<file path="src/rtl/iob_timer_alarm_pkg.sv">
// iob_timer_alarm_pkg: state encoding shared by the alarm stage and its users
package iob_timer_alarm_pkg;
  localparam int IOB_TIMER_ALARM_STATE_W = 2;
  typedef enum logic [IOB_TIMER_ALARM_STATE_W-1:0] {
    IOB_TIMER_ALARM_IDLE  = 2'd0,
    IOB_TIMER_ALARM_ARMED = 2'd1,
    IOB_TIMER_ALARM_DONE  = 2'd2,
    IOB_TIMER_ALARM_ILL   = 2'd3
  } state_t;
endpackage

</file>
<file path="src/rtl/iob_timer_alarm_cmp.sv">
// iob_timer_alarm_cmp: wrap-safe "count has reached compare" check via signed difference
module iob_timer_alarm_cmp #(
  parameter int W = 64
) (
  input  logic [W-1:0] count_i,
  input  logic [W-1:0] cmp_i,
  output logic         match_o
);
  logic [W-1:0] diff;
  assign diff    = count_i - cmp_i;
  assign match_o = ~diff[W-1];
endmodule

</file>
<file path="src/rtl/iob_timer_alarm.sv">
// iob_timer_alarm: one-shot/periodic compare alarm with sticky irq and saturating fire count
module iob_timer_alarm
  import iob_timer_alarm_pkg::*;
#(
  parameter int DATA_W = 32
) (
  input  logic                               clk_i,
  input  logic                               cke_i,
  input  logic                               arst_n_i,
  input  logic [2*DATA_W-1:0]                count_i,
  input  logic [2*DATA_W-1:0]                cmp_i,
  input  logic [DATA_W-1:0]                  period_i,
  input  logic                               periodic_i,
  input  logic                               arm_i,
  input  logic                               disarm_i,
  input  logic                               irq_clr_i,
  output logic                               irq_o,
  output logic [DATA_W-1:0]                  fire_cnt_o,
  output logic [IOB_TIMER_ALARM_STATE_W-1:0] state_o
);
  state_t              state, state_nx;
  logic [2*DATA_W-1:0] cmp_r;
  logic [DATA_W-1:0]   per_r;
  logic                mode_r, match, fire, reload, load;
  iob_timer_alarm_cmp #(.W(2*DATA_W)) u_cmp (
    .count_i (count_i),
    .cmp_i   (cmp_r),
    .match_o (match)
  );
  assign state_o = state;
  // next state: disarm beats arm beats match; the illegal code always falls back to idle
  always_comb begin
    load     = arm_i && !disarm_i && state != IOB_TIMER_ALARM_ILL;
    fire     = state == IOB_TIMER_ALARM_ARMED && match && !disarm_i && !arm_i;
    reload   = fire && mode_r && per_r != '0;
    state_nx = disarm_i || state == IOB_TIMER_ALARM_ILL ? IOB_TIMER_ALARM_IDLE :
               arm_i                                    ? IOB_TIMER_ALARM_ARMED :
               fire && !reload                          ? IOB_TIMER_ALARM_DONE : state;
  end
  // state, configuration, sticky irq and saturating fire counter, all gated by the clock enable
  always_ff @(posedge clk_i or negedge arst_n_i) begin
    if (!arst_n_i) begin
      state      <= IOB_TIMER_ALARM_IDLE;
      cmp_r      <= '0;
      per_r      <= '0;
      mode_r     <= 1'b0;
      irq_o      <= 1'b0;
      fire_cnt_o <= '0;
    end else if (cke_i) begin
      state <= state_nx;
      irq_o <= fire || (irq_o && !irq_clr_i);
      if (load) begin
        cmp_r      <= cmp_i;
        per_r      <= period_i;
        mode_r     <= periodic_i;
        fire_cnt_o <= '0;
      end else begin
        if (reload) cmp_r <= cmp_r + {{DATA_W{1'b0}}, per_r};
        if (fire && !(&fire_cnt_o)) fire_cnt_o <= fire_cnt_o + 1'b1;
      end
    end
  end
endmodule
</file>
<file path="config.mk">
export PLATFORM = sky130hd
export DESIGN_NAME = iob_timer_alarm
export DESIGN_NICKNAME = d
export VERILOG_FILES = /design/src/rtl/iob_timer_alarm_pkg.sv /design/src/rtl/iob_timer_alarm_cmp.sv /design/src/rtl/iob_timer_alarm.sv
export SDC_FILE = /design/constraint.sdc
export NUM_CORES = 1
export LEC_CHECK = 0
export ABC_AREA = 1
export BUFFER_PORTS_ARGS = -buffer_cell sky130_fd_sc_hd__buf_2
export CAP_MARGIN = 0
export CORE_ASPECT_RATIO = 1.75
export CORE_MARGIN = 2
export CORE_UTILIZATION = 64
export CTS_BUF_LIST = sky130_fd_sc_hd__clkbuf_8
export CTS_CLUSTER_SIZE = 14
export DETAILED_ROUTE_END_ITERATION = 6
export PLACE_DENSITY_LB_ADDON = 0.08
export SYNTH_ARGS = -nofsm -noshare
export SYNTH_HDL_FRONTEND = slang
export SYNTH_SLANG_ARGS = --single-unit
</file>
<file path="constraint.sdc">
create_clock -name clk_i -period 3.97 [get_ports clk_i]
set_input_delay 0.794 -clock clk_i [delete_from_list [all_inputs] [get_ports clk_i]]
set_output_delay 0.794 -clock clk_i [all_outputs]
set_load 0.01 [all_outputs]
</file>
# After elaboration in Yosys (flattened, before gate mapping)
# Index checks and enable logic that the tools add are counted.
[op_classes]
reduce_logical = 26
n_bitwise = 1
n_addsub = 3
n_eq_ne = 3
n_mux = 7
[op_table]
columns = ["cell", "count"]
rows = [
  ["$mux W64", 2],
  ["$add A64 B32 Y64", 1],
  ["$mux W32", 2],
  ["$sub A64 B64 Y64", 1],
  ["$add A32 B1 Y32 const B", 1],
  ["$reduce_and A32 Y1", 1],
  ["$reduce_bool A32 Y1", 1],
  ["$logic_and A1 B1 Y1", 10],
  ["$reduce_and A2 Y1", 4],
  ["$mux W2", 3],
  ["$logic_not A1 Y1", 5],
  ["$reduce_bool A2 Y1", 2],
  ["$reduce_bool A3 Y1", 1],
  ["$eq A2 B1 Y1 const B", 1],
  ["$eq A2 B2 Y1 const B", 1],
  ["$logic_or A1 B1 Y1", 2],
  ["$ne A2 B2 Y1 const B", 1],
  ["$not A1 Y1", 1],
]
[word_totals]
word_cells = 46
regBits = 132
output_inout_bits = 35

# Logic depth before layout (Yosys ltp)
# Gate-level depths: netlist of the first run.
[logic_depth]
depth_word = 12
mapped_depth = 21
mapped_depth_nobuf = 20

# By module
# Synthesis of the first run repeated with hierarchy kept, for this count alone.
[unflattened]
cells_unflattened = 1997
area_unflattened_um2 = 12286.8
[by_module_without_submodules]
columns = ["mod", "seq_area_each_um2", "n_inst", "cells_per_inst", "area_per_inst_um2"]
rows = [
  ["iob_timer_alarm", 3303.2, 1, 1709, 10555.1],
  ["iob_timer_alarm_cmp", 0.0, 1, 288, 1731.7],
]

# Worst setup path after synthesis of the first run
# Ideal clock, no wire load.
[synth_path]
kind = "input -> register"
startpoint = "input port count_i[58]"
endpoint = "register fire_cnt_o[24]"
setup_time_ps = 118
setup_slack_ps = 1413
cell_stages = 15
arrival_ps = 2439
cell_sequence = "ha_1 -> nand2_1 -> nor2_1 -> and2_1 -> nand2_1 -> inv_1 -> nand2_1 -> nand2_1 -> nor2_1 -> nand3_1 -> nand2_2 -> nand4_1 -> buf_2 -> nand3_1 -> nand2_1"
[synth_between]
elab_chain_len = 8
[synth_rtl]
columns = ["element", "line", "text"]
rows = [
  ["start, declared", "iob_timer_alarm.sv:10", "input logic [2*DATA_W-1:0] count_i,"],
  ["$sub A64 B64 Y64", "iob_timer_alarm_cmp.sv:10", "assign diff = count_i - cmp_i;"],
  ["$not A1 Y1", "iob_timer_alarm_cmp.sv:11", "assign match_o = ~diff[W-1];"],
  ["$logic_and A1 B1 Y1 (3 in a row)", "iob_timer_alarm.sv:34", "fire = state == IOB_TIMER_ALARM_ARMED && match && !disarm_i && !arm_i;"],
  ["$logic_and A1 B1 Y1", "iob_timer_alarm.sv:59", "if (fire && !(&fire_cnt_o)) fire_cnt_o <= fire_cnt_o + 1'b1;"],
  ["$reduce_bool A2 Y1 (no source line)", "-", ""],
  ["$reduce_and A2 Y1 (no source line)", "-", ""],
  ["end signal, assigned", "iob_timer_alarm.sv:59", ""],
  ["end, declared", "iob_timer_alarm.sv:18", "output logic [DATA_W-1:0] fire_cnt_o,"],
]
# No other way between the ends.
# A chain may end at the register's enable or synchronous reset.

# Final worst setup path of the first run
[layout_path]
startpoint = "register cmp_r[42]"
endpoint = "register cmp_r[27]"
[layout_between]
elab_chain_len = 9
[layout_rtl]
columns = ["element", "line", "text"]
rows = [
  ["start, declared", "iob_timer_alarm.sv:22", "logic [2*DATA_W-1:0] cmp_r;"],
  ["start signal, assigned", "iob_timer_alarm.sv:53", "cmp_r <= cmp_i;"],
  ["start signal, assigned", "iob_timer_alarm.sv:58", "if (reload) cmp_r <= cmp_r + {{DATA_W{1'b0}}, per_r};"],
  ["$sub A64 B64 Y64", "iob_timer_alarm_cmp.sv:10", ""],
  ["$not A1 Y1", "iob_timer_alarm_cmp.sv:11", ""],
  ["$logic_and A1 B1 Y1 (3 in a row)", "iob_timer_alarm.sv:34", ""],
  ["$logic_and A1 B1 Y1 (2 in a row)", "iob_timer_alarm.sv:35", "reload = fire && mode_r && per_r != '0;"],
  ["$reduce_bool A2 Y1 (no source line)", "-", ""],
  ["$reduce_and A2 Y1 (no source line)", "-", ""],
]
# No other way between the ends.

==> results of run 1 <==
layout by cell type, fill, tap and decap left out, drive strengths merged:
cell      netlist  layout
a21o            2       2
fa              1       1
o31ai           2       2
a21oi          72      72
nand4          40      40
o21a            4       4
nand2         675     675
nand3         210     210
inv           203     206
clkinvlp        0       4
nor2          162     162
mux2           32      32
xor2           23      23
or2             8       8
xnor2          32      32
o21ai          63      63
buf            28     217
a31oi           4       4
nand3b          1       1
nor3           45      45
dfrtp         132     132
nor4           17      17
clkbuf         25      17
bufinv          0       2
and2            2       2
ha             95      95
and3            1       1
clkinv          0       6
per-stage QoR:
| stage | power, mW | instances | area, um^2 | utilization | hold slack (ns) |
|---|---|---|---|---|---|
| 3_5_place_dp | 5.79 | 2281 | 13200 | 0.716 | 0.489 |
| 5_1_grt | 7.70 | 2313 | 13600 | 0.737 | 0.482 |
| 3_3_place_gp | 5.63 | 2281 | 13200 | 0.716 | 0.471 |
| 6_report | 7.16 | 2313 | 13600 | 0.737 | 0.422 |
| 2_1_floorplan | 4.68 | 1879 | 12000 | - | 0.473 |
| 4_1_cts | 7.02 | 2313 | 13600 | 0.737 | 0.439 |
sequential cells by signal, indices dropped and copies added, names as in the netlist:
| signal | flops |
|---|---|
| fire_cnt_o | 32 |
| per_r | 32 |
| irq_o | 1 |
| cmp_r | 64 |
| state_o | 2 |
| mode_r | 1 |
final cells by class:
class / count / area [um^2] / share of cell area
inverter: 203 / 763 / 0.0560
clock inverter: 15 / 154 / 0.0113
sequential: 132 / 3300 / 0.242
clock buffer: 17 / 234 / 0.0172
timing repair buffer: 217 / 1170 / 0.0856
multi-input combinational: 1491 / 7710 / 0.566
tap: 238 / 298 / 0.0219
cell families (layout without fill, tap and decap cells):
family          after synthesis  count (layout)  share of synthesized area
fa+ha+maj                    96              96                      0.100
xor+xnor                     55              55                     0.0400
flops                       132             132                      0.275
mux                          32              32                     0.0300
compound gates              147             147                     0.0632
buf+inv                     256             452                     0.0852
simple gates               1161            1161                      0.406
power groups by stage:
stage	Combinational [mW]	Clock [mW]	Sequential, mW
finish	3.94	1.17	2.05
global route	4.39	1.22	2.08
CTS	3.82	1.17	2.03
detailed placement	3.75	0	2.04
global placement	3.60	0	2.02
floorplan	2.77	0	1.91
worst max-delay path by stage:
stage | from | to | slack [ns] | depth (start not counted)
after floorplan | count_i[58] | fire_cnt_o[24] | 1.41 | 15
after global placement | count_i[42] | cmp_r[34] | 0.68 | 14
after detailed placement | count_i[42] | cmp_r[26] | 0.54 | 14
after CTS | cmp_r[42] | cmp_r[27] | 0.84 | 14
after global routing | cmp_r[40] | cmp_r[26] | 0.45 | 15
final | cmp_r[42] | cmp_r[27] | 0.72 | 14
routing by layer:
metal	wire length, um	GRT usage	part of all wire
met5	0	0	0
met2	21200	0.765	0.50
met4	3480	0.308	0.081
met1	14700	0.464	0.34
met3	3420	0.0982	0.080
worst max-delay path, cell delays in order (launching register included):
cell and delay, ns:
sky130_fd_sc_hd__dfrtp_1 0.46, sky130_fd_sc_hd__inv_1 0.12, sky130_fd_sc_hd__ha_1 0.30, sky130_fd_sc_hd__a21o_1 0.16
sky130_fd_sc_hd__o21ai_0 0.17, sky130_fd_sc_hd__nand2_1 0.17, sky130_fd_sc_hd__nand2_1 0.10, sky130_fd_sc_hd__nand2_1 0.05
sky130_fd_sc_hd__nor2_1 0.28, sky130_fd_sc_hd__nand3_1 0.14, sky130_fd_sc_hd__nand2_2 0.19, sky130_fd_sc_hd__nand3_4 0.27
sky130_fd_sc_hd__nand2_8 0.43, sky130_fd_sc_hd__nand2_1 0.13, sky130_fd_sc_hd__nand2_1 0.11
==> qor_table.md, run 1 <==
| Group | Parameter | Reported |
|:---|:---|:---|
| power | Switching power | 3.53 mW |
| yosys | Number of standard cells after synthesis | 1,879 |
| finish | Antenna Diode Count | 0 |
| setup path | Number of cell instances on the worst register-to-register path | 14 |
| yosys | Number of library cell types mapped by synthesis | 35 |
| sta | Worst max-slew margin expressed relative to the limit | 0.370 |
| setup path | Worst setup slack for register-to-register paths | 0.72 ns |
| sta | Worst-case clock skew | 0.0173 ns |
| yosys | Most used DFF post-synth | sky130_fd_sc_hd__dfrtp_1 |
| power | Leakage power of the design | 7.22 nW |
| yosys | Number of synthesized register bits | 132 |
| global route | Via count of the first global-routing pass | 13.6k |
| sta | Final Max Slew Viols | 0 |
| sta | Min Clock Period, post-route | 3.25 ns |
| finish | Final-layout fill cell count | 1,504 |
| setup path | Required time of the critical path | 4.39 ns |
| cts | Number of instances resized during post-cts repair | 0 |
| yosys | Post-Synthesis Net Count | 2,142 |
| setup path | Critical register-to-register path startpoint | cmp_r[42] |
| setup path | Arr. time, crit path | 3.67 ns |
| yosys | Post-synth top area cell | sky130_fd_sc_hd__dfrtp_1 |
| sta | Setup repair after global routing missed its margin | false |
| yosys | Biggest area contributors in the synthesized netlist | sky130_fd_sc_hd__dfrtp_1, sky130_fd_sc_hd__nand2_1, sky130_fd_sc_hd__ha_1 |
| yosys | Most repeated cell in the gate-level netlist after synthesis | sky130_fd_sc_hd__nand2_1 |
| floorplanning | Total core area | 18,500 um^2 |
| yosys | Most frequent cells after synthesis | sky130_fd_sc_hd__nand2_1, sky130_fd_sc_hd__nand3_1, sky130_fd_sc_hd__inv_1 |
| yosys | Async set or reset register ratio after synthesis | 1.00 |
| cts | Total number of clock tree sinks | 132 |
| sta | Final-report hold violation count | 0 |
| floorplanning | Initial cell density of the core | 0.650 |
| routing | Iteration-0 DRC count of the detailed router | 1,291 |
| cts | Insertion delay to the later sink of the worst-skew pair | 0.50 ns |
| routing | Drt wl/cell | 18.5 um |
| placement | Setup Slack @ Placement | 0.538 ns |
| finish | Layout Area Growth over Synthesis | 13.3% |
| cts | Bufs on Longest Clock Path | 2 |
| cts | Clock tree from TritonCTS | built |
| routing | Number of search-and-repair iterations in the first detailed-routing pass | 7 |
| global route | Global-route wire length before repair | 67,800 um |
| power | Comb pwr share | 0.550 |
| setup path | Element type at the critical path end | flop |
| cts | TritonCTS buffer count | 17 |
| sta | Setup TNS | 0 ns |
| setup path | Kind of start point of the critical path | flop |
| outcome | Violations in the final reports | DRC |
| floorplanning | Total I/O pin count | 202 |
| placement | DPL Wire Length | 32,800 um |
| yosys | Area of the mapped netlist | 12,000 um^2 |
| yosys | Total number of yosys warnings | 0 |
| cts | Clock-pin slew on the worst setup and hold paths | 0.09 ns |
| finish | Final Net Count | 2,325 |
| routing | Mean number of vias per cell | 5.93 |
| outcome | Result of the run | complete, but fails checks |
| routing | Number of vias after detailed routing | 13.7k |
| power | Sw Ratio | 0.493 |
| cts | Number of setup buffers added after CTS | 0 |
| sta | Final period util | 0.819 |
| setup path | Critical register-to-register path endpoint | cmp_r[27] |
| yosys | Sequential area share after synthesis | 0.275 |
| setup path | Startpoint-to-endpoint class of the critical path | flop to flop |
| global route | Overall Global Routing Usage | 0.440 |
| routing | Remaining number of nets flagged by the antenna check after routing | 0 |
| yosys | Share of the synthesized area in the top cell type | 0.275 |
| global route | Overflow left after global routing | 0 |
| routing | Detailed-route DRC error count | 6 |
| floorplanning | Overall die area | 20,000 um^2 |
| run | Max cap viols | 0 |
| finish | Share of layout cells above drive strength 1 | 0.142 |
| placement | Port buffer count | 201 |
| global route | Maximum number of pins on one net before global-route repair | 121 |
| routing | Wire length after detailed routing | 42,800 um |
| yosys | Mapped Avg Cell Area | 6.40 um^2 |
| floorplanning | Number of core rows | 66 |
| cts | Library cell used as clock root buffer | sky130_fd_sc_hd__clkbuf_8 |
| cts | # H-tree levels | 4 |
| power | Clock network fraction of design power | 0.163 |
| sta | Final WS setup | 0.719 ns |
| floorplanning | Die outline width | 108 um |
| placement | GPL Wtd Cong | 1.05 |
| cts | Number of buffers inserted for hold repair after clock tree synthesis | 0 |
| power | Power per cell area | 526 nW/um^2 |
| global route | Number of antenna violations at the first check in global routing | 0 |
| sta | Slew at the pin closest to its max-slew limit | 0.945 ns |
| sta | Count of endpoints failing setup in the final report | 0 |
| sta | Max Clk Rate | 308 MHz |
| floorplanning | Y dimension of the die | 185 um |
| power | Maximum VDD drop | 425 uV |
| power | Cell-internal power | 3.63 mW |
| power | Power share of the sequential group | 0.287 |
| setup path | Maximum fanout along the worst path | 64 |
| worst hold path | Type of the most critical hold path | input port to asynchronous set/reset pin |
| yosys | Number of enable flip-flop cells after synthesis | 0 |
(Power assumes the default switching activity.)
==> inputs of run 2 (changes only) <==
--- a/config.mk
+++ b/config.mk
@@ -5,12 +5,12 @@
 export SDC_FILE = /design/constraint.sdc
 export NUM_CORES = 1
 export LEC_CHECK = 0
-export ABC_AREA = 1
+export ABC_AREA = 0
 export BUFFER_PORTS_ARGS = -buffer_cell sky130_fd_sc_hd__buf_2
 export CAP_MARGIN = 0
 export CORE_ASPECT_RATIO = 1.75
 export CORE_MARGIN = 2
-export CORE_UTILIZATION = 64
+export CORE_UTILIZATION = 58
 export CTS_BUF_LIST = sky130_fd_sc_hd__clkbuf_8
 export CTS_CLUSTER_SIZE = 14
 export DETAILED_ROUTE_END_ITERATION = 6
==> constraint.sdc (replaced) <==
create_clock -name clk_i -period 3 [get_ports clk_i]
set_input_delay 0.6 -clock clk_i [delete_from_list [all_inputs] [get_ports clk_i]]
set_output_delay 0.6 -clock clk_i [all_outputs]
set_load 0.01 [all_outputs]
==> run 2 against run 1 <==
The flow finishes with violations (setup timing); final cell count decreased by 16%; via count decreased by 6.9%; core utilization increased by 8.5 points; non-clock buffer count increased by 209; design area increased by 8.4%; critical endpoint is now fire_cnt_o[29]; highest routed layer is now met5.
==> qor_table.md, run 2 <==
| Group | Parameter | Reported | Delta |
|:---|:---|:---|:---|
| outcome | Result of the run | complete, but fails checks |  |
| outcome | Violations in the final reports | setup timing |  |
| yosys | Mapped Avg Cell Area | 8.09 um^2 | +26% |
| sta | Setup TNS | -22.26 ns | -22.26 ns |
| floorplanning | Die outline width | 106 um | -1.3% |
| global route | Maximum number of pins on one net before global-route repair | 76 | -37% |
| sta | Final Max Slew Viols | 0 | unchanged |
| setup path | Critical register-to-register path endpoint | fire_cnt_o[29] |  |
| setup path | Number of cell instances on the worst register-to-register path | 8 | -6 |
| global route | Met2 Track Usage GR | 0.725 | -0.0399 |
| power | Power per cell area | 683 nW/um^2 | +30% |
| cts | Insertion delay to the later sink of the worst-skew pair | 0.49 ns | about the same |
| finish | Largest registers | cmp_r (64), fire_cnt_o (32), per_r (32) |  |
| routing | Iteration-0 DRC count of the detailed router | 1,116 | -14% |
| cts | Library cell used as clock root buffer | sky130_fd_sc_hd__clkbuf_8 |  |
| setup path | Kind of start point of the critical path | flop |  |
| yosys | Number of standard cells after synthesis | 1,311 | -30% |
| routing | Number of vias after detailed routing | 12.8k | -6.9% |
| sta | Final WS setup | -0.372 ns | -1.09 ns |
| routing | Detailed-route DRC error count | 0 | -6 |
| finish | Register bank with the most flops | cmp_r |  |
| finish | Max reg flops | 64 | unchanged |
| setup path | Worst setup path startpoint | fire_cnt_o[8] |  |
| sta | Max Clk Rate | 297 MHz | -3.6% |
| global route | Global-route wire length before repair | 61,100 um | -9.9% |
| finish | Share of layout cells above drive strength 1 | 0.347 | +0.206 |
| setup path | End point of the critical path | fire_cnt_o[29] |  |
| setup path | Element type at the critical path end | flop |  |
| routing | Mean number of vias per cell | 6.59 | +11% |
| sta | Final-report hold violation count | 0 | unchanged |
| sta | Worst max-slew margin expressed relative to the limit | 0.380 | +0.00963 |
| finish | Non-filler cells in the finished layout | 1,939 | -16% |
| setup path | Maximum fanout along the worst path | 5 | -92% |
| setup path | Critical register-to-register path startpoint | fire_cnt_o[8] |  |
| yosys | Async set or reset register ratio after synthesis | 1.00 | unchanged |
| sta | Setup repair after global routing missed its margin | true |  |
| yosys | Most frequent cells after synthesis | sky130_fd_sc_hd__nand2_1, sky130_fd_sc_hd__dfrtp_1, sky130_fd_sc_hd__a21oi_1 |  |
| finish | FF+latch area | 3300 um^2 | about the same |
| cts | # H-tree levels | 4 | unchanged |
| yosys | Number of library cell types mapped by synthesis | 71 | +100% |
| worst hold path | Type of the most critical hold path | input port to asynchronous set/reset pin |  |
| floorplanning | Total core area | 18,000 um^2 | -2.8% |
| finish | Most common cell after layout, fill and taps aside | sky130_fd_sc_hd__nand2_1 |  |
| routing | Wire length after detailed routing | 42,300 um | -1.2% |
| cts | Clock-pin slew on the worst setup and hold paths | 0.08 ns | about the same |
| global route | Via count of the first global-routing pass | 12.4k | -8.9% |
| yosys | Biggest area contributors in the synthesized netlist | sky130_fd_sc_hd__dfrtp_1, sky130_fd_sc_hd__ha_1, sky130_fd_sc_hd__nand2_1 |  |
| cts | Number of buffers inserted for hold repair after clock tree synthesis | 0 | unchanged |
| setup path | Arr. time, crit path | 3.78 ns | +0.11 ns |
| floorplanning | Overall die area | 19,400 um^2 | -2.6% |
| global route | Overflow left after global routing | 0 | unchanged |
| floorplanning | Y dimension of the die | 183 um | -1.3% |
| sta | Worst hold slack across all endpoints | 0.108 ns | -0.314 ns |
| global route | Highest-utilization routing layer at the global route stage | met2 |  |
| yosys | Most repeated cell in the gate-level netlist after synthesis | sky130_fd_sc_hd__nand2_1 |  |
| yosys | Area of the mapped netlist | 10,600 um^2 | -12% |
| sta | Slew at the pin closest to its max-slew limit | 0.930 ns | -0.0144 ns |
| finish | Final Net Count | 1,955 | -16% |
| floorplanning | Total I/O pin count | 202 | unchanged |
| yosys | Post-synth top area cell | sky130_fd_sc_hd__dfrtp_1 |  |
| setup path | Required time of the critical path | 3.41 ns | -0.98 ns |
| global route | Number of antenna violations at the first check in global routing | 1 | +1 |
| floorplanning | Number of core rows | 65 | -1.5% |
| yosys | Post-Synthesis Net Count | 1,574 | -27% |
| cts | TritonCTS buffer count | 17 | unchanged |
| sta | Worst-case clock skew | 0.0143 ns | -0.00305 ns |
| placement | Setup Slack @ Placement | -0.699 ns | -1.24 ns |
| setup path | Worst setup slack for register-to-register paths | -0.37 ns | -1.09 ns |
| finish | Layout Area Growth over Synthesis | 39.3% |  |
| cts | Bufs on Longest Clock Path | 2 | unchanged |
| yosys | Sequential area share after synthesis | 0.311 | +0.0367 |
| cts | Total number of clock tree sinks | 132 | unchanged |
| global route | Met1 Use GR | 0.420 | -0.0440 |
| sta | Final period util | 1.12 | +0.305 |
| power | Maximum VDD drop | 471 uV | +11% |
| run | Max cap viols | 0 | unchanged |
| power | Leakage power of the design | 7.02 nW | -2.8% |
| yosys | Number of synthesized register bits | 132 | unchanged |
| placement | Cells after DPL | 1,874 | -18% |
| finish | Commonest cells after routing, fill and taps aside | sky130_fd_sc_hd__nand2_1, sky130_fd_sc_hd__buf_2, sky130_fd_sc_hd__buf_4 |  |
| global route | GR met3 Demand/Resource | 0.0700 | -0.0282 |
| yosys | Total number of yosys warnings | 0 | unchanged |
| finish | Final design area excluding fillers | 14,800 um^2 | +8.4% |
| placement | GPL Wtd Cong | 0.990 | -6.0% |
| global route | Overall Global Routing Usage | 0.401 | -0.0398 |
| sta | Count of endpoints failing setup in the final report | 98 | +98 |
| routing | Remaining number of nets flagged by the antenna check after routing | 0 | unchanged |
| routing | Number of search-and-repair iterations in the first detailed-routing pass | 6 | -1 |
| yosys | Most used DFF post-synth | sky130_fd_sc_hd__dfrtp_1 |  |
| floorplanning | Initial cell density of the core | 0.590 | -0.0600 |
| sta | Min Clock Period, post-route | 3.37 ns | +0.121 ns |
| setup path | Startpoint-to-endpoint class of the critical path | flop to flop |  |
| finish | Final-layout fill cell count | 1,183 | -21% |
| placement | Port buffer count | 201 | unchanged |
| placement | DPL Wire Length | 28,800 um | -12% |
| cts | Clock tree from TritonCTS | built |  |
| finish | Multi-input gate area in the final layout | 7540 um^2 | -2.2% |
| yosys | Number of enable flip-flop cells after synthesis | 0 | unchanged |
| yosys | Share of the synthesized area in the top cell type | 0.311 | +0.0367 |
| routing | Drt wl/cell | 21.8 um | +18% |
| placement | Area of placed instances | 13,400 um^2 | +0.98% |
==> run 2: logic make-up (layout without fill, tap and decap cells) <==
group / after synthesis / count (layout) / share of synthesized area
AO/OA/AOI/OAI: 373 / 373 / 0.238
XOR/XNOR: 22 / 22 / 0.0182
adder cells (fa/ha/maj): 96 / 96 / 0.114
buffers and inverters: 146 / 539 / 0.0529
flip-flops: 132 / 132 / 0.311
multiplexers: 38 / 38 / 0.0380
other: 0 / 1 / 0
AND/OR/NAND/NOR: 504 / 504 / 0.227
==> run 2: worst min path at each step <==
stage | startpoint | endpoint | slack [ns] | cells past startpoint
after CTS | arst_n_i | per_r[8] | 0.14 | 1
after floorplan | arst_n_i | cmp_r[0] | 0.30 | 0
after detailed placement | irq_o | irq_o | 0.48 | 2
after global placement | irq_o | irq_o | 0.47 | 2
after global routing | arst_n_i | per_r[8] | 0.16 | 1
final | arst_n_i | per_r[8] | 0.11 | 1
==> run 2: per-stage QoR <==
stage          total power, mW  utilization
2_1_floorplan             5.69            -
3_3_place_gp              7.81        0.744
3_5_place_dp              7.99        0.744
4_1_cts                   9.66        0.786
5_1_grt                   10.7        0.822
6_report                  10.1        0.822
==> run 2: what timing repair did <==
item,4_1_cts,5_1_grt
resized for setup,65,120
setup endpoints to repair,98,99
buffers inserted,11,23
pin swaps,24,46
gates cloned,3,2
==> run 2: area by class of cell <==
type	count	share of cell area
multi-input combinational	1033	0.510
sequential	132	0.224
timing repair buffer	426	0.200
inverter	82	0.0208
tap	234	0.0198
clock buffer	19	0.0177
clock inverter	12	0.00737
antenna	1	0.000169
==> run 2: where the power goes <==
group | leakage, nW | switching, mW | internal (mW)
clock | 0.187 | 0.800 | 0.692
sequential | 1.64 | 0.310 | 2.14
combinational | 5.19 | 3.24 | 2.92
total | 7.02 | 4.35 | 5.74
==> run 2: per-layer routing <==
metal	routed length, um	vias up
li1	-	5634
met1	13900	5995
met2	21300	853
met3	3610	289
met4	3460	2
met5	12	-
==> run 2: worst max-delay path, stage by stage (launching register included) <==
cell and delay [ns]:
sky130_fd_sc_hd__dfrtp_1 0.45, sky130_fd_sc_hd__nand4_1 0.27, sky130_fd_sc_hd__or4_1 0.63, sky130_fd_sc_hd__nor4_1 0.45, sky130_fd_sc_hd__nand4_1 0.33, sky130_fd_sc_hd__nor2_1 0.31, sky130_fd_sc_hd__nand4_1 0.17, sky130_fd_sc_hd__or4_4 0.54
sky130_fd_sc_hd__a21oi_2 0.14
